[src/rtl/mulmod_rr_arbiter_if.sv]
// Bus bundle between requester lanes, the arbiter and the shared
// modular multiplier. slave = arbiter side, master = lanes/multiplier.
interface mulmod_rr_arbiter_if #(
  parameter int P_WIDTH   = 64,
  parameter int NUM_REQ   = 4,
  parameter int CNT_WIDTH = 3
);
  logic [NUM_REQ-1:0]         req_valid;
  logic [NUM_REQ*P_WIDTH-1:0] req_a;
  logic [NUM_REQ*P_WIDTH-1:0] req_b;
  logic [NUM_REQ-1:0]         req_ready;
  logic [P_WIDTH-1:0]         mul_a;
  logic [P_WIDTH-1:0]         mul_b;
  logic                       mul_in_valid;
  logic [P_WIDTH-1:0]         mul_res;
  logic [NUM_REQ-1:0]         rsp_valid;
  logic [P_WIDTH-1:0]         rsp_data;
  logic [CNT_WIDTH-1:0]       inflight;
  logic                       busy;

  modport slave (
    input  req_valid, req_a, req_b, mul_res,
    output req_ready, mul_a, mul_b, mul_in_valid,
    output rsp_valid, rsp_data, inflight, busy
  );

  modport master (
    output req_valid, req_a, req_b, mul_res,
    input  req_ready, mul_a, mul_b, mul_in_valid,
    input  rsp_valid, rsp_data, inflight, busy
  );
endinterface

[src/rtl/mulmod_rr_arbiter.sv]
// Round-robin share of one pipelined modular multiplier between lanes.
// Ports: clk, rst_n (async, active-low), s_bus (slave modport):
//   req_valid/req_a/req_b/req_ready lane handshake, mul_a/mul_b/
//   mul_in_valid/mul_res multiplier side, rsp_valid/rsp_data results,
//   inflight/busy occupancy.
// Build option: MULMOD_ARB_FIXED_PRIO_EN selects fixed priority
//   (lowest lane wins, no round-robin pointer).
module mulmod_rr_arbiter #(
  parameter int P_WIDTH   = 64,
  parameter int NUM_REQ   = 4,
  parameter int ID_WIDTH  = 2,
  parameter int MUL_LAT   = 4,
  parameter int CNT_WIDTH = 3
) (
  input  logic               clk,
  input  logic               rst_n,
  mulmod_rr_arbiter_if.slave s_bus
);

  localparam logic [ID_WIDTH-1:0] LP_LAST =
    ID_WIDTH'(NUM_REQ - 1);

  logic [NUM_REQ-1:0]  w_gnt;
  logic                w_gnt_vld;
  logic [ID_WIDTH-1:0] w_gnt_id;
  logic [ID_WIDTH-1:0] w_off;
  logic [P_WIDTH-1:0]  w_sel_a;
  logic [P_WIDTH-1:0]  w_sel_b;
  logic                w_inc;
  logic                w_dec;

  logic [P_WIDTH-1:0]  r_mul_a;
  logic [P_WIDTH-1:0]  r_mul_b;
  logic                r_mul_vld;
  logic [ID_WIDTH-1:0] r_mul_id;

  logic [MUL_LAT-1:0]               r_tv;
  logic [MUL_LAT-1:0][ID_WIDTH-1:0] r_tid;
  logic [CNT_WIDTH-1:0]             r_inflight;

  assign w_gnt_vld = |s_bus.req_valid;

`ifdef MULMOD_ARB_FIXED_PRIO_EN
  // Lowest requesting index wins.
  always_comb begin
    w_off = '0;
    for (int j = NUM_REQ - 1; j >= 0; j--) begin
      if (s_bus.req_valid[j]) w_off = ID_WIDTH'(j);
    end
    w_gnt_id = w_off;
  end
`else
  localparam logic [ID_WIDTH:0] LP_N =
    (ID_WIDTH + 1)'(NUM_REQ);

  logic [ID_WIDTH-1:0] r_rr_ptr;
  logic [NUM_REQ-1:0]  w_rot;
  logic [ID_WIDTH:0]   w_sum;

  // Rotate so bit 0 is the pointer lane, find the first
  // requester, then map the offset back to a lane index.
  always_comb begin
    w_rot = NUM_REQ'({s_bus.req_valid, s_bus.req_valid}
                     >> r_rr_ptr);
    w_off = '0;
    for (int j = NUM_REQ - 1; j >= 0; j--) begin
      if (w_rot[j]) w_off = ID_WIDTH'(j);
    end
    w_sum = {1'b0, r_rr_ptr} + {1'b0, w_off};
    if (w_sum >= LP_N) w_gnt_id = ID_WIDTH'(w_sum - LP_N);
    else               w_gnt_id = ID_WIDTH'(w_sum);
  end

  always_ff @(posedge clk or negedge rst_n) begin
    if (!rst_n) begin
      r_rr_ptr <= '0;
    end else if (w_gnt_vld) begin
      if (w_gnt_id == LP_LAST) r_rr_ptr <= '0;
      else r_rr_ptr <= w_gnt_id + ID_WIDTH'(1);
    end
  end
`endif

  always_comb begin
    w_gnt = '0;
    for (int i = 0; i < NUM_REQ; i++) begin
      w_gnt[i] = w_gnt_vld && (w_gnt_id == ID_WIDTH'(i));
    end
  end

  // One-hot operand mux; grant depends only on req_valid.
  always_comb begin
    w_sel_a = '0;
    w_sel_b = '0;
    for (int i = 0; i < NUM_REQ; i++) begin
      if (w_gnt[i]) begin
        w_sel_a = s_bus.req_a[i*P_WIDTH +: P_WIDTH];
        w_sel_b = s_bus.req_b[i*P_WIDTH +: P_WIDTH];
      end
    end
  end

  always_ff @(posedge clk or negedge rst_n) begin
    if (!rst_n) begin
      r_mul_a   <= '0;
      r_mul_b   <= '0;
      r_mul_vld <= 1'b0;
      r_mul_id  <= '0;
    end else begin
      r_mul_vld <= w_gnt_vld;
      if (w_gnt_vld) begin
        r_mul_a  <= w_sel_a;
        r_mul_b  <= w_sel_b;
        r_mul_id <= w_gnt_id;
      end
    end
  end

  // Tag pipe: last stage lines up with mul_res.
  always_ff @(posedge clk or negedge rst_n) begin
    if (!rst_n) begin
      r_tv  <= '0;
      r_tid <= '0;
    end else begin
      r_tv[0]  <= r_mul_vld;
      r_tid[0] <= r_mul_id;
      for (int i = 1; i < MUL_LAT; i++) begin
        r_tv[i]  <= r_tv[i-1];
        r_tid[i] <= r_tid[i-1];
      end
    end
  end

  assign w_inc = w_gnt_vld;
  assign w_dec = r_tv[MUL_LAT-1];

  always_ff @(posedge clk or negedge rst_n) begin
    if (!rst_n) begin
      r_inflight <= '0;
    end else begin
      unique case (1'b1)
        (w_inc && !w_dec):
          r_inflight <= r_inflight + CNT_WIDTH'(1);
        (!w_inc && w_dec):
          r_inflight <= r_inflight - CNT_WIDTH'(1);
        default:
          r_inflight <= r_inflight;
      endcase
    end
  end

  always_comb begin
    s_bus.rsp_valid = '0;
    for (int i = 0; i < NUM_REQ; i++) begin
      s_bus.rsp_valid[i] = r_tv[MUL_LAT-1] &&
        (r_tid[MUL_LAT-1] == ID_WIDTH'(i));
    end
  end

  assign s_bus.req_ready    = w_gnt;
  assign s_bus.mul_a        = r_mul_a;
  assign s_bus.mul_b        = r_mul_b;
  assign s_bus.mul_in_valid = r_mul_vld;
  assign s_bus.rsp_data     = s_bus.mul_res;
  assign s_bus.inflight     = r_inflight;
  assign s_bus.busy         = |r_inflight;

endmodule

[src/flat_wrapper.sv]
// flat-port wrapper written by rule: the top's interface ports become plain ports
module mulmod_rr_arbiter_flat 
#(
  parameter int P_WIDTH   = 64,
  parameter int NUM_REQ   = 4,
  parameter int ID_WIDTH  = 2,
  parameter int MUL_LAT   = 4,
  parameter int CNT_WIDTH = 3
)
  (clk, rst_n, s_bus_req_valid, s_bus_req_a, s_bus_req_b, s_bus_mul_res, s_bus_req_ready, s_bus_mul_a, s_bus_mul_b, s_bus_mul_in_valid, s_bus_rsp_valid, s_bus_rsp_data, s_bus_inflight, s_bus_busy);
  mulmod_rr_arbiter_if #(.P_WIDTH(P_WIDTH), .NUM_REQ(NUM_REQ), .CNT_WIDTH(CNT_WIDTH)) s_bus_i ();
  input  logic clk;
  input  logic rst_n;
  input wire logic [$bits(s_bus_i.req_valid)-1:0] s_bus_req_valid;
  input wire logic [$bits(s_bus_i.req_a)-1:0] s_bus_req_a;
  input wire logic [$bits(s_bus_i.req_b)-1:0] s_bus_req_b;
  input wire logic [$bits(s_bus_i.mul_res)-1:0] s_bus_mul_res;
  output wire logic [$bits(s_bus_i.req_ready)-1:0] s_bus_req_ready;
  output wire logic [$bits(s_bus_i.mul_a)-1:0] s_bus_mul_a;
  output wire logic [$bits(s_bus_i.mul_b)-1:0] s_bus_mul_b;
  output wire logic [$bits(s_bus_i.mul_in_valid)-1:0] s_bus_mul_in_valid;
  output wire logic [$bits(s_bus_i.rsp_valid)-1:0] s_bus_rsp_valid;
  output wire logic [$bits(s_bus_i.rsp_data)-1:0] s_bus_rsp_data;
  output wire logic [$bits(s_bus_i.inflight)-1:0] s_bus_inflight;
  output wire logic [$bits(s_bus_i.busy)-1:0] s_bus_busy;
  assign s_bus_i.req_valid = s_bus_req_valid;
  assign s_bus_i.req_a = s_bus_req_a;
  assign s_bus_i.req_b = s_bus_req_b;
  assign s_bus_i.mul_res = s_bus_mul_res;
  assign s_bus_req_ready = s_bus_i.req_ready;
  assign s_bus_mul_a = s_bus_i.mul_a;
  assign s_bus_mul_b = s_bus_i.mul_b;
  assign s_bus_mul_in_valid = s_bus_i.mul_in_valid;
  assign s_bus_rsp_valid = s_bus_i.rsp_valid;
  assign s_bus_rsp_data = s_bus_i.rsp_data;
  assign s_bus_inflight = s_bus_i.inflight;
  assign s_bus_busy = s_bus_i.busy;
  mulmod_rr_arbiter #(.P_WIDTH(P_WIDTH), .NUM_REQ(NUM_REQ), .ID_WIDTH(ID_WIDTH), .MUL_LAT(MUL_LAT), .CNT_WIDTH(CNT_WIDTH)) u_core (.clk(clk), .rst_n(rst_n), .s_bus(s_bus_i));
endmodule
[config.mk]
export PLATFORM = sky130hd
export DESIGN_NAME = mulmod_rr_arbiter_flat
export DESIGN_NICKNAME = d
export VERILOG_FILES = /design/src/rtl/mulmod_rr_arbiter_if.sv /design/src/rtl/mulmod_rr_arbiter.sv /design/src/flat_wrapper.sv
export SDC_FILE = /design/constraint.sdc
export NUM_CORES = 1
export LEC_CHECK = 0
export CAP_MARGIN = 5
export CORE_AREA = 2 2 309 311
export CTS_BUF_LIST = sky130_fd_sc_hd__clkbuf_16
export DETAILED_ROUTE_END_ITERATION = 8
export DIE_AREA = 0 0 311 313
export DONT_BUFFER_PORTS = 1
export PLACE_DENSITY = 0.34
export SYNTH_ARGS = -nofsm -noshare
export SYNTH_HDL_FRONTEND = slang
export SYNTH_SLANG_ARGS = --single-unit
[constraint.sdc]
create_clock -name clk -period 11 [get_ports clk]
set_clock_uncertainty 0.05 [all_clocks]
set_input_delay 2.2 -clock clk [delete_from_list [all_inputs] [get_ports clk]]
set_output_delay 2.2 -clock clk [all_outputs]
set_load 0.02 [all_outputs]
---- Yosys cells after proc, flatten, opt, wreduce, memory -nomap -nowiden ----
Cells that the tools add are included.
word-level totals
  flip-flop bits (word level) ............. 148
  bits of input ports ..................... 582
  output and inout bits ................... 205
  logic and storage cells ................. 56
operators by class
  eq/ne operators ......................... 6
  shifts and indexed selects .............. 1
  muxes and demuxes ....................... 15
  $add $sub $neg .......................... 5
  reduce and logical (&&, ||, !) cells .... 17
  $lt $le $gt $ge ......................... 1
operator list
  kind                                                      number
  two-way mux 64 bit                                        8
  two-way mux 2 bit                                         6
  logical AND 1 bit                                         10
  equality test 2 bit, second input constant                4
  right shift 8 x 2 -> 4 bit                                1
  one-hot mux 3 bit (2 select lines)                        1
  equality test 2 x 1 -> 1 bit, second input constant       2
  zero test 2 bit                                           2
  OR reduction 4 bit                                        1
  adder 2 x 2 -> 3 bit                                      1
  adder 3 x 1 -> 3 bit, second input constant               1
  greater-or-equal comparator 3 bit, second input constant  1
  OR reduction 3 bit                                        1
  subtractor 3 x 1 -> 3 bit, second input constant          1
  adder 2 x 1 -> 2 bit, second input constant               1
  zero test 1 bit                                           2
  nonzero test 2 bit                                        1
  subtractor 2 x 1 -> 2 bit, second input constant          1

---- Longest topological paths before layout ----
Gate-level depths: netlist (run 1).
  depth in word-level cells ............... 14
  gate-level depth with buffers ........... 17
  mapped depth without buffers ............ 13

---- Least setup slack after synthesis (run 1) ----
No wires, ideal clock.
  path type ............................... input port to output port
  from .................................... input s_bus_req_valid[3]
  to ...................................... output s_bus_req_ready[3]
  arrival ................................. 4.433 ns
  stages .................................. 13
  buffers on the path ..................... 3
  data required time ...................... 8.750 ns
  path slack .............................. 4.317 ns
  path through ............................ nor2b_1 -> a21oi_1 -> o22ai_1 -> o21a_1 -> ha_1 -> xor2_1 -> xnor2_1 -> inv_1 -> ha_1 -> clkbuf_1 -> clkbuf_1 -> clkbuf_1 -> and2_1
on the way
  longest elaborated chain between the ends .. 10
  elaborated cells between the ends (all ways) .. 12
  classes of those cells .................. add/sub (2); order compare (1); eq/ne (1); shift (1); mux (5); reduce/logical (2)
ends and longest elaborated chain
  element                                                                         RTL line                 source
  from (decl)                                                                     flat_wrapper.sv:14       input wire logic [$bits(s_bus_i.req_valid)-1:0] s_bus_req_valid;
  right shift 8 x 2 -> 4 bit (*)                                                  mulmod_rr_arbiter.sv:63  w_rot = NUM_REQ'({s_bus.req_valid, s_bus.req_valid}
  two-way mux 2 bit (3 in series)                                                 mulmod_rr_arbiter.sv:67  if (w_rot[j]) w_off = ID_WIDTH'(j);
  two-way mux 2 bit (*)                                                           mulmod_rr_arbiter.sv:67
  adder 2 x 2 -> 3 bit (*)                                                        mulmod_rr_arbiter.sv:69  w_sum = {1'b0, r_rr_ptr} + {1'b0, w_off};
  greater-or-equal comparator 3 bit or subtractor 2 x 1 -> 2 bit (tied branches)  mulmod_rr_arbiter.sv:70  if (w_sum >= LP_N) w_gnt_id = ID_WIDTH'(w_sum - LP_N);
  two-way mux 2 bit (*)                                                           mulmod_rr_arbiter.sv:70
  named net u_core.w_gnt_id[1]                                                    mulmod_rr_arbiter.sv:25  logic [ID_WIDTH-1:0] w_gnt_id;
  equality test 2 bit (*)                                                         mulmod_rr_arbiter.sv:87  w_gnt[i] = w_gnt_vld && (w_gnt_id == ID_WIDTH'(i));
  logical AND 1 bit (*)                                                           mulmod_rr_arbiter.sv:87
  to (decl)                                                                       flat_wrapper.sv:18       output wire logic [$bits(s_bus_i.req_ready)-1:0] s_bus_req_ready;
The timed path passes the listed nets; every way through them passes the cells marked *.

---- Worst setup path in the final report (run 1) ----
  from .................................... input s_bus_req_valid[3]
  to ...................................... output s_bus_req_ready[2]
The elaborated chain is that of the path after synthesis.

==> results of run 1 <==
## where the power goes
part / internal [µW] / leakage [µW] / switching (µW)
sequential: 882 / 0.00177 / 561
combinational: 1390 / 0.00240 / 2400
clock: 395 / 0.000311 / 258
## layout make-up
type	instances	area [µm²]
Antenna cell	9	22.52
Clock inverter	14	195.2
Inverter	135	514.2
Tap cell	1265	1583
Multi-Input combinational cell	695	4735
Fill cell	10889	82860
Sequential cell	148	3704
Timing Repair Buffer	16	120.1
Clock buffer	17	425.4
## worst max-delay path, stage by stage
cell and delay [ns]:
nor2b_1 0.13, a21oi_1 0.13, o22ai_1 0.09, o21a_1 0.19, ha_1 0.19, xor2_1 0.15
xnor2_1 0.20, inv_1 0.19, ha_4 0.29, and2_2 0.82
## kinds of logic (layout without fill, tap and decap cells)
group	Yosys count	count (layout)	share of synthesized area
AO/OA/AOI/OAI	431	431	0.3556
buffers and inverters	315	182	0.1558
AND/OR/NAND/NOR	250	250	0.1002
flip-flops	148	148	0.3722
adder cells (fa/ha/maj)	7	7	0.009557
XOR/XNOR	5	5	0.004402
multiplexers	2	2	0.002138
other	0	9	0
## synthesized netlist by cell type, drive strengths merged
cell	instances
inv	135
o311ai	1
or3	2
and3b	1
a211o	34
o21ai	2
nand4b	1
nor3b	3
mux2i	1
dfrtp	148
a211oi	1
nand2	9
nor2	225
and2	4
and3	1
o211ai	2
nor2b	2
mux2	1
a21oi	167
clkbuf	65
o31ai	1
buf	115
a2bb2oi	1
or4	1
o21a	1
ha	6
xor2	3
a221oi	220
nand3b	1
fa	1
o22ai	1
xnor2	2
## placed cells by master, fill, tap and decap left out, types with 2 or more instances in the layout
| cell | n |
|---|---|
| nor2_1 | 225 |
| a21oi_1 | 167 |
| a221oi_1 | 155 |
| dfrtp_1 | 148 |
| inv_1 | 137 |
| a221oi_2 | 65 |
| a211o_1 | 34 |
| clkbuf_16 | 17 |
| buf_4 | 16 |
| diode_2 | 9 |
| nand2_1 | 9 |
| bufinv_16 | 5 |
| ha_1 | 4 |
| xor2_1 | 3 |
| nor2b_1 | 2 |
| o211ai_1 | 2 |
| nor3b_1 | 2 |
| xnor2_1 | 2 |
| and2_1 | 2 |
| o21ai_0 | 2 |
| ha_4 | 2 |
| clkinv_2 | 2 |
| clkinv_1 | 2 |
## worst max-delay path by stage
stage	cells after the start	from	slack, ns	endpoint
2_1_floorplan	13	s_bus_req_valid[3]	4.32	s_bus_req_ready[3]
3_3_place_gp	10	s_bus_req_valid[3]	4.13	s_bus_req_ready[2]
3_5_place_dp	10	s_bus_req_valid[3]	4.14	s_bus_req_ready[2]
4_1_cts	10	s_bus_req_valid[3]	4.15	s_bus_req_ready[2]
5_1_grt	10	s_bus_req_valid[3]	4.06	s_bus_req_ready[2]
6_report	10	s_bus_req_valid[3]	4.14	s_bus_req_ready[2]
## routing by layer
metal | track usage | vias up | wire [µm]
met4 | 0.06126 | 10 | 2618
met3 | 0.03540 | 119 | 3912
met5 | 0 | - | 69
met1 | 0.08814 | 4192 | 15940
met2 | 0.1539 | 529 | 22630
li1 | - | 3845 | -
## stage by stage
stage / cells / worst slack, ns / util / hold WS, ns
floorplan: 1158 / 4.317 / - / 0.2812
global placement: 2259 / 4.133 / 0.1132 / 0.2856
detailed placement: 2259 / 4.143 / 0.1132 / 0.2858
CTS: 2290 / 4.150 / 0.1197 / 0.2979
global route: 2297 / 4.056 / 0.1199 / 0.3059
finish: 2299 / 4.143 / 0.1200 / 0.2972
## registers in the layout, summed over array words and instances, names as in the netlist
signal / cells
u_core.s_bus.mul_b: 64
u_core.r_tv: 4
u_core.s_bus.inflight: 3
u_core.s_bus.mul_in_valid: 1
u_core.r_tid: 8
u_core.r_mul_id: 2
u_core.s_bus.mul_a: 64
u_core.r_rr_ptr: 2
==> impl_metrics.tcl, run 1 <==
set metrics [dict create \
    syn_to_final_growth_pct 13.56 \
    slew_viol_final 0 \
    crit_path_end_kind "output port" \
    wire_per_inst_um 19.65 \
    setup_viol 0 \
    clk_pin_slew_ns 0.06 \
    cts-buffers-inserted 17 \
    grt_first_pass_wirelength_mm 62.78 \
    grt_pass1_vias 8903 \
    cts_resized 0 \
    cts_buffer_depth 2 \
    antenna_found_initial 12 \
    hold_viol 0 \
    cellPowerDensity_nw_per_um2 520.8 \
    synth_nets 1747 \
    grtUsageTotal 0.08916 \
    netlist_instances 1158 \
    worst_hold_path.num_cells 0 \
    drcViolationCount 0 \
    rsz0062_at_grt "false" \
    min_period_ns 6.857 \
    core-area_um2 94160 \
    initial_utilization 0.1057 \
    drtIter0Drc 332 \
    drt_wl_total_mm 45.17 \
    dpl_cell_area_um2 10660 \
    cp.required_ns 8.75 \
    dpl.hpwl_mm 34.86 \
    syn_area_um2 9950 \
    clk_latency_ns 0.48 \
    dieArea_um2 97340 \
    timing.slew.headroom 0.3048 \
    num_rows 113 \
    fmax_mhz 145.8 \
    synth_warnings 0 \
    rrSetupSlack_ns 6.53 \
    drt-pass1-iter-count 5 \
    grt_max_degree 149 \
    leakagePower_uw 0.004482 \
    ys_types 39 \
    cts_tree "yes" \
    ios 787 \
    critPathArrivalTime_ns 4.61 \
    worst_slew_pin_slew_ns 1.043 \
    hp-class "flip-flop to flip-flop" \
    period_share 0.6233 \
    synth_top_cell_by_area "dfrtp_1" \
    r2r_end "u_core.s_bus.mul_b[14]$_DFFE_PN0N_" \
    yosys-top-cells-area "dfrtp_1 (37%), a221oi_1 (14%), a221oi_2 (9.8%)" \
    die_w_um 311 \
    start_kind "primary input" \
    p_total_uw 5884 \
    gp_congestion 0.8955 \
    final_net_count 1602 \
    worst-path-max-fanout 36 \
    synth-seq-area-share 0.3722 \
    synth_seq_cells 148 \
    overflow 0 \
    via_per_inst 3.782 \
    worstHoldStart "u_core.r_tid[5]$_DFF_PN0_" \
    htreeDepth 4 \
    cts-root-buf "clkbuf_16" \
    outcome "finished, final reports clean" \
    final.setup.tns_ns 0 \
    vdd_drop_max_mv 0.2427 \
    io_buffer_count 0 \
    min_to "u_core.r_tid[7]$_DFF_PN0_" \
    synth.top_cell.area_share 0.3722 \
    drive_above_1_share 0.1132 \
    final_antenna_net_count 0 \
    vias 8695 \
    fin_area_um2 11300 \
    criticalPathCategory "primary input to output port" \
    synth_area_per_cell_um2 8.592 \
    die_height_um 313 \
    cts.sink_count 148 \
    timing.rr.start "u_core.r_rr_ptr[1]$_DFFE_PN0N_" \
    cts_setup_buffers 0 \
    cts-hold-fix-buffers 0 \
    drv_cap 0 \
    r2r_cells 13 \
]
(Power assumes the default switching activity.)
==> run 2: changes to the inputs <==
--- a/config.mk
+++ b/config.mk
@@ -5,13 +5,14 @@
 export SDC_FILE = /design/constraint.sdc
 export NUM_CORES = 1
 export LEC_CHECK = 0
+export ABC_AREA = 1
 export CAP_MARGIN = 5
-export CORE_AREA = 2 2 309 311
+export CORE_AREA = 2 2 307 309
 export CTS_BUF_LIST = sky130_fd_sc_hd__clkbuf_16
 export DETAILED_ROUTE_END_ITERATION = 8
-export DIE_AREA = 0 0 311 313
+export DIE_AREA = 0 0 309 311
 export DONT_BUFFER_PORTS = 1
-export PLACE_DENSITY = 0.34
+export PLACE_DENSITY = 0.36
 export SYNTH_ARGS = -nofsm -noshare
 export SYNTH_HDL_FRONTEND = slang
 export SYNTH_SLANG_ARGS = --single-unit
==> constraint.sdc (replaced) <==
create_clock -name clk -period 6.2 [get_ports clk]
set_clock_uncertainty 0.05 [all_clocks]
set_input_delay 1.24 -clock clk [delete_from_list [all_inputs] [get_ports clk]]
set_output_delay 1.24 -clock clk [all_outputs]
set_load 0.02 [all_outputs]
==> run 2 against run 1 <==
Compared with the run above: die area down 1.3%; setup slack worse by 2.8 ns; critical path depth up 2; final area up 9.2%; sequential share of layout area down 2.8 points; global-route usage up 1.4 points; via count up 25%; critical endpoint unchanged; largest cell class unchanged.
==> impl_metrics.tcl, run 2 <==
set metrics [dict create \
    drt_wl_total_mm 50.76 \
    cts_tree "yes" \
    fmax_mhz 207.2 \
    cts_resized 0 \
    netlist_instances 1913 \
    cts_buffer_depth 2 \
    rsz0062_at_grt "false" \
    worst_slew_pin_slew_ns 0.8625 \
    cts.sink_count 148 \
    clk_latency_ns 0.48 \
    worst_path_most_repeated_cell "nand2_1" \
    dieArea_um2 96100 \
    final.setup.tns_ns 0 \
    grtUsageTotal 0.1027 \
    drtIter0Drc 726 \
    antenna_cells 0 \
    period_share 0.7785 \
    criticalPathCategory "primary input to output port" \
    worst-path-max-fanout 22 \
    critPathArrivalTime_ns 3.54 \
    synth_warnings 0 \
    ios 787 \
    synth_seq_cells 148 \
    final_net_count 2369 \
    crit_chain "nand2_1 -> nand3_1 -> nand2_1 -> nand3_1 -> a21boi_0 -> ha_1 -> xor2_1 -> nand2_1 -> nand2_1 -> ha_1 -> nand2_4 -> inv_4" \
    synth.top_cell.area_share 0.3821 \
    outcome "finished, final reports clean" \
    syn_area_um2 10990 \
    grt_max_degree 149 \
    htreeDepth 4 \
    synth_nets 2502 \
    final_antenna_net_count 0 \
    drcViolationCount 0 \
    start_kind "primary input" \
    slew_viol_final 0 \
    synth-seq-area-share 0.3369 \
    final_cell_mix "nand2_1 (1118), nor2_1 (191), dfrtp_1 (148)" \
    hold_viol 0 \
    via_per_inst 3.564 \
    final_common_cell "nand2_1" \
    setup_viol 0 \
    synthArstFlopShare 1.000 \
    cp_top_family "adder cells" \
    yosysMostFrequentCell "nand2_1" \
    worst-path-buf-inv 1 \
    max_stage_delay_ns 0.68 \
    die_w_um 309 \
    min_period_ns 4.826 \
    cts-hold-fix-buffers 0 \
    io_buffer_count 0 \
    ys_types 24 \
    synth_commonest_cells "nand2_1 (1119), nor2_1 (191), dfrtp_1 (148)" \
    drt-pass1-iter-count 5 \
    overflow 0 \
    syn_to_final_growth_pct 12.25 \
    cts-buffers-inserted 17 \
    drv_cap 0 \
    cp_slowest_cell "ha_1" \
    timing.slew.headroom 0.4250 \
    gp_congestion 0.8357 \
    clk_pin_slew_ns 0.06 \
    synth_top_cell_by_area "nand2_1" \
    grt_pass1_vias 10522 \
    cp.required_ns 4.91 \
    core-area_um2 92770 \
    yosys_most_used_dff "dfrtp_1" \
    cts-root-buf "clkbuf_16" \
    vias 10861 \
    initial_utilization 0.1185 \
    synth_edf_count 0 \
    drive_above_1_share 0.03904 \
    hp-class "flip-flop to flip-flop" \
    yosys-top-cells-area "nand2_1 (38%), dfrtp_1 (34%), nor2_1 (6.5%)" \
    grt_first_pass_wirelength_mm 72.36 \
    die_height_um 311 \
    synth_area_per_cell_um2 5.746 \
    antenna_found_initial 2 \
    num_rows 112 \
    cts_setup_buffers 0 \
    wire_per_inst_um 16.66 \
    crit_path_end_kind "output port" \
    dpl.hpwl_mm 38.11 \
]
[run 2: cell types whose count changed in the layout (fill, tap and decap cells not counted), moves of 6 or more]
cell | previous run | this run
inv_1 | 137 | 127
a221oi_2 | 65 | 0
diode_2 | 9 | 0
nand2_1 | 9 | 1118
nor2_1 | 225 | 191
a211o_1 | 34 | 0
a221oi_1 | 155 | 0
or2_2 | 0 | 17
buf_12 | 0 | 6
nand3_1 | 0 | 98
a21oi_1 | 167 | 16
[run 2: per-stage QoR]
stage	setup WS, ns	utilization	cell area [µm²]	hold slack [ns]	instances
finish	1.374	0.1330	12340	0.2966	3047
CTS	1.324	0.1330	12340	0.3004	3047
global route	1.093	0.1330	12340	0.3022	3047
global placement	1.329	0.1272	11800	0.2824	3015
detailed placement	1.337	0.1272	11800	0.2847	3015
floorplan	1.870	-	10990	0.2812	1913
[run 2: area by class of cell]
cell class                      instances  area [µm²]
Fill cell                           11026       80430
Sequential cell                       148        3704
Clock buffer                           17       425.4
Clock inverter                         15       116.4
Multi-Input combinational cell       1466        5812
Tap cell                             1254        1569
Timing Repair Buffer                   18       210.2
Inverter                              129       501.7
[run 2: final timing paths]
path	depth (start not counted)	slack, ns	from	endpoint
min in group asynchronous	0	0.40	rst_n	u_core.s_bus.inflight[2]$_DFFE_PN0P_
worst max register to register	20	2.18	u_core.r_rr_ptr[0]$_DFFE_PN0N_	u_core.s_bus.mul_a[18]$_DFFE_PN0N_
worst min-delay path	0	0.30	u_core.r_tv[1]$_DFF_PN0_	u_core.r_tv[2]$_DFF_PN0_
max in group asynchronous	0	5.31	rst_n	u_core.s_bus.mul_a[7]$_DFFE_PN0N_
worst min register to register	0	0.30	u_core.r_tv[1]$_DFF_PN0_	u_core.r_tv[2]$_DFF_PN0_
worst max-delay path	12	1.37	s_bus_req_valid[1]	s_bus_req_ready[2]
[run 2: kinds of logic after synthesis]
group	after synthesis	synth area share
simple gates	1434	0.5068
fa+ha+maj	7	0.008651
flops	148	0.3369
compound gates	22	0.01024
buf+inv	299	0.1350
xor+xnor	3	0.002391
[run 2: metal layers]
| layer | vias to the layer above | GRT usage | wire, µm |
|---|---|---|---|
| li1 | 5333 | - | - |
| met1 | 5048 | 0.1246 | 21200 |
| met2 | 408 | 0.1675 | 24240 |
| met3 | 70 | 0.03004 | 3782 |
| met4 | 2 | 0.04468 | 1520 |
| met5 | - | 0 | 16 |
Power of run 2 is left out: the tool's default activity adds up to more than one toggle a clock period on the data nets, which glitch-free logic cannot reach.
==> run 3: changes to the inputs <==
==> constraint.sdc (replaced) <==
create_clock -name clk -period 4.3 [get_ports clk]
set_clock_uncertainty 0.05 [all_clocks]
set_input_delay 0.86 -clock clk [delete_from_list [all_inputs] [get_ports clk]]
set_output_delay 0.86 -clock clk [all_outputs]
set_load 0.02 [all_outputs]
==> run 3 against run 2 <==
Compared with the run above: die area stayed put; first-iteration DRC count is 8.7% lower; setup slack worse by 0.89 ns; global-route usage is 0.40 points higher; hold slack better by 0.0040 ns; sequential cell count stayed put; final area is 2.0% higher; critical endpoint is now s_bus_req_ready[1]; utilization is 0.27 points higher; wire length is 2.8% higher; sequential share of layout area is 0.59 points lower; register-to-register slack worse by 1.3 ns; non-clock buffer count is 12 higher.
==> impl_metrics.tcl, run 3 (synthesized netlist as in run 2, its figures left out) <==
set metrics [dict create \
    use_met3 0.03542 \
    dieArea_um2 96100 \
    setup_viol 0 \
    via_per_inst 3.532 \
    overflow 0 \
    max_stage_delay_ns 0.46 \
    grt_pass1_vias 10808 \
    gp_congestion 0.8498 \
    crit_path_end_kind "output port" \
    dpl_cell_area_um2 11960 \
    multi_input_area_um2 5812 \
    grt_max_degree 144 \
    core-area_um2 92770 \
    met1_usage 0.1253 \
    min_period_ns 3.813 \
    initial_utilization 0.1185 \
    clk_latency_ns 0.49 \
    cp_slowest_cell "dfrtp_1" \
    final_antenna_net_count 0 \
    cts_tree "yes" \
    regArea_um2 3704 \
    final_cell_mix "nand2_1 (1118), nor2_1 (191), dfrtp_1 (148)" \
    cp.required_ns 3.39 \
    fmax_mhz 262.3 \
    slew_viol_final 0 \
    grtUsageTotal 0.1067 \
    critPathArrivalTime_ns 2.90 \
    fillers 11048 \
    period_share 0.8867 \
    busiest_layer "met2" \
    cts_resized 0 \
    drtIter0Drc 663 \
    rsz0062_at_grt "false" \
    drv_cap 0 \
    timing.slew.headroom 0.4030 \
    cts-buffers-inserted 17 \
    die_w_um 309 \
    worst-path-max-fanout 10 \
    dpl.hpwl_mm 39.83 \
    num_rows 112 \
    hp-class "flip-flop to flip-flop" \
    grt_use_met2 0.1751 \
    htreeDepth 4 \
    crit_chain "inv_1 -> nand3_1 -> nand2_1 -> nand3_1 -> a21boi_0 -> ha_1 -> xor2_1 -> inv_1 -> nand3_1 -> nand2_1 -> inv_1 -> ha_1 -> nand2_1 -> inv_4" \
    drcViolationCount 0 \
    final_net_count 2381 \
    vias 10815 \
    fin_area_um2 12590 \
    cts_setup_buffers 0 \
    io_buffer_count 0 \
    worst_slew_pin_slew_ns 0.8954 \
    die_height_um 311 \
    drive_above_1_share 0.04765 \
    wire_per_inst_um 17.04 \
    criticalPathCategory "flip-flop to output port" \
    antenna_found_initial 7 \
    syn_to_final_growth_pct 14.50 \
    clk_pin_slew_ns 0.07 \
    start_kind "flip-flop" \
    final_common_cell "nand2_1" \
    final.setup.tns_ns 0 \
    cts.sink_count 148 \
    ios 787 \
    cts-root-buf "clkbuf_16" \
    drt_wl_total_mm 52.18 \
    outcome "finished, final reports clean" \
    drt-pass1-iter-count 5 \
    cts_buffer_depth 2 \
    grt_first_pass_wirelength_mm 74.66 \
    hold_viol 0 \
]
run 3: cell types whose count changed in the layout (fill, tap and decap cells not counted):
cell	previous run	this run
clkinv_1	3	0
clkinv_4	2	1
dlygate4sd3_1	0	1
buf_16	0	1
diode_2	0	3
buf_12	6	13
inv_8	1	3
clkinv_2	1	4
inv_1	127	125
buf_4	12	15
bufinv_16	1	2
run 3: worst max-delay path, delay by kind of cell, from the launching register on:
kind            cells  cell delay [ns]
flops               1             0.46
xor+xnor            1             0.22
simple gates        6             0.59
fa+ha+maj           2             0.43
buf+inv             4             0.53
compound gates      1             0.17
run 3: area by class of cell:
cell class / count / area share
Antenna cell: 3 / 0.0005965
Clock buffer: 17 / 0.03380
Clock inverter: 15 / 0.01243
Inverter: 129 / 0.03986
Multi-Input combinational cell: 1466 / 0.4618
Sequential cell: 148 / 0.2943
Tap cell: 1254 / 0.1247
Timing Repair Buffer: 30 / 0.03261
run 3: final timing paths:
kind	startpoint	end	slack, ns	cells past startpoint
worst min-delay path	u_core.r_tv[0]$_DFF_PN0_	u_core.r_tv[1]$_DFF_PN0_	0.30	0
worst min register to register	u_core.r_tv[0]$_DFF_PN0_	u_core.r_tv[1]$_DFF_PN0_	0.30	0
worst max-delay path	u_core.r_rr_ptr[1]$_DFFE_PN0N_	s_bus_req_ready[1]	0.49	14
min in group asynchronous	rst_n	u_core.s_bus.mul_b[2]$_DFFE_PN0N_	0.33	1
worst max register to register	u_core.r_rr_ptr[1]$_DFFE_PN0N_	u_core.s_bus.mul_b[14]$_DFFE_PN0N_	0.89	21
max in group asynchronous	rst_n	u_core.s_bus.mul_a[9]$_DFFE_PN0N_	2.96	1
run 3: through the flow:
| stage | hold slack (ns) | cells | util | worst slack [ns] |
|---|---|---|---|---|
| after floorplan | 0.2812 | 1913 | - | 0.7299 |
| after global placement | 0.2852 | 3025 | 0.1289 | 0.6428 |
| after detailed placement | 0.2870 | 3025 | 0.1289 | 0.6025 |
| after CTS | 0.3038 | 3059 | 0.1356 | 0.4120 |
| after global routing | 0.3054 | 3062 | 0.1357 | 0.03211 |
| final | 0.3006 | 3062 | 0.1357 | 0.4873 |
run 3: timing repair:
item | in CTS | in global routing
hold endpoints to repair | 143 | 0
endpoints found under the setup margin | 0 | 0
hold buffers | 2 | 0
run 3: per-layer routing:
layer | wire [µm] | part of all wire
met2 | 25060 | 0.48
met5 | 23 | 0.00044
met4 | 1395 | 0.027
met1 | 21570 | 0.41
met3 | 4127 | 0.079
Power of run 3 is left out for the same reason.
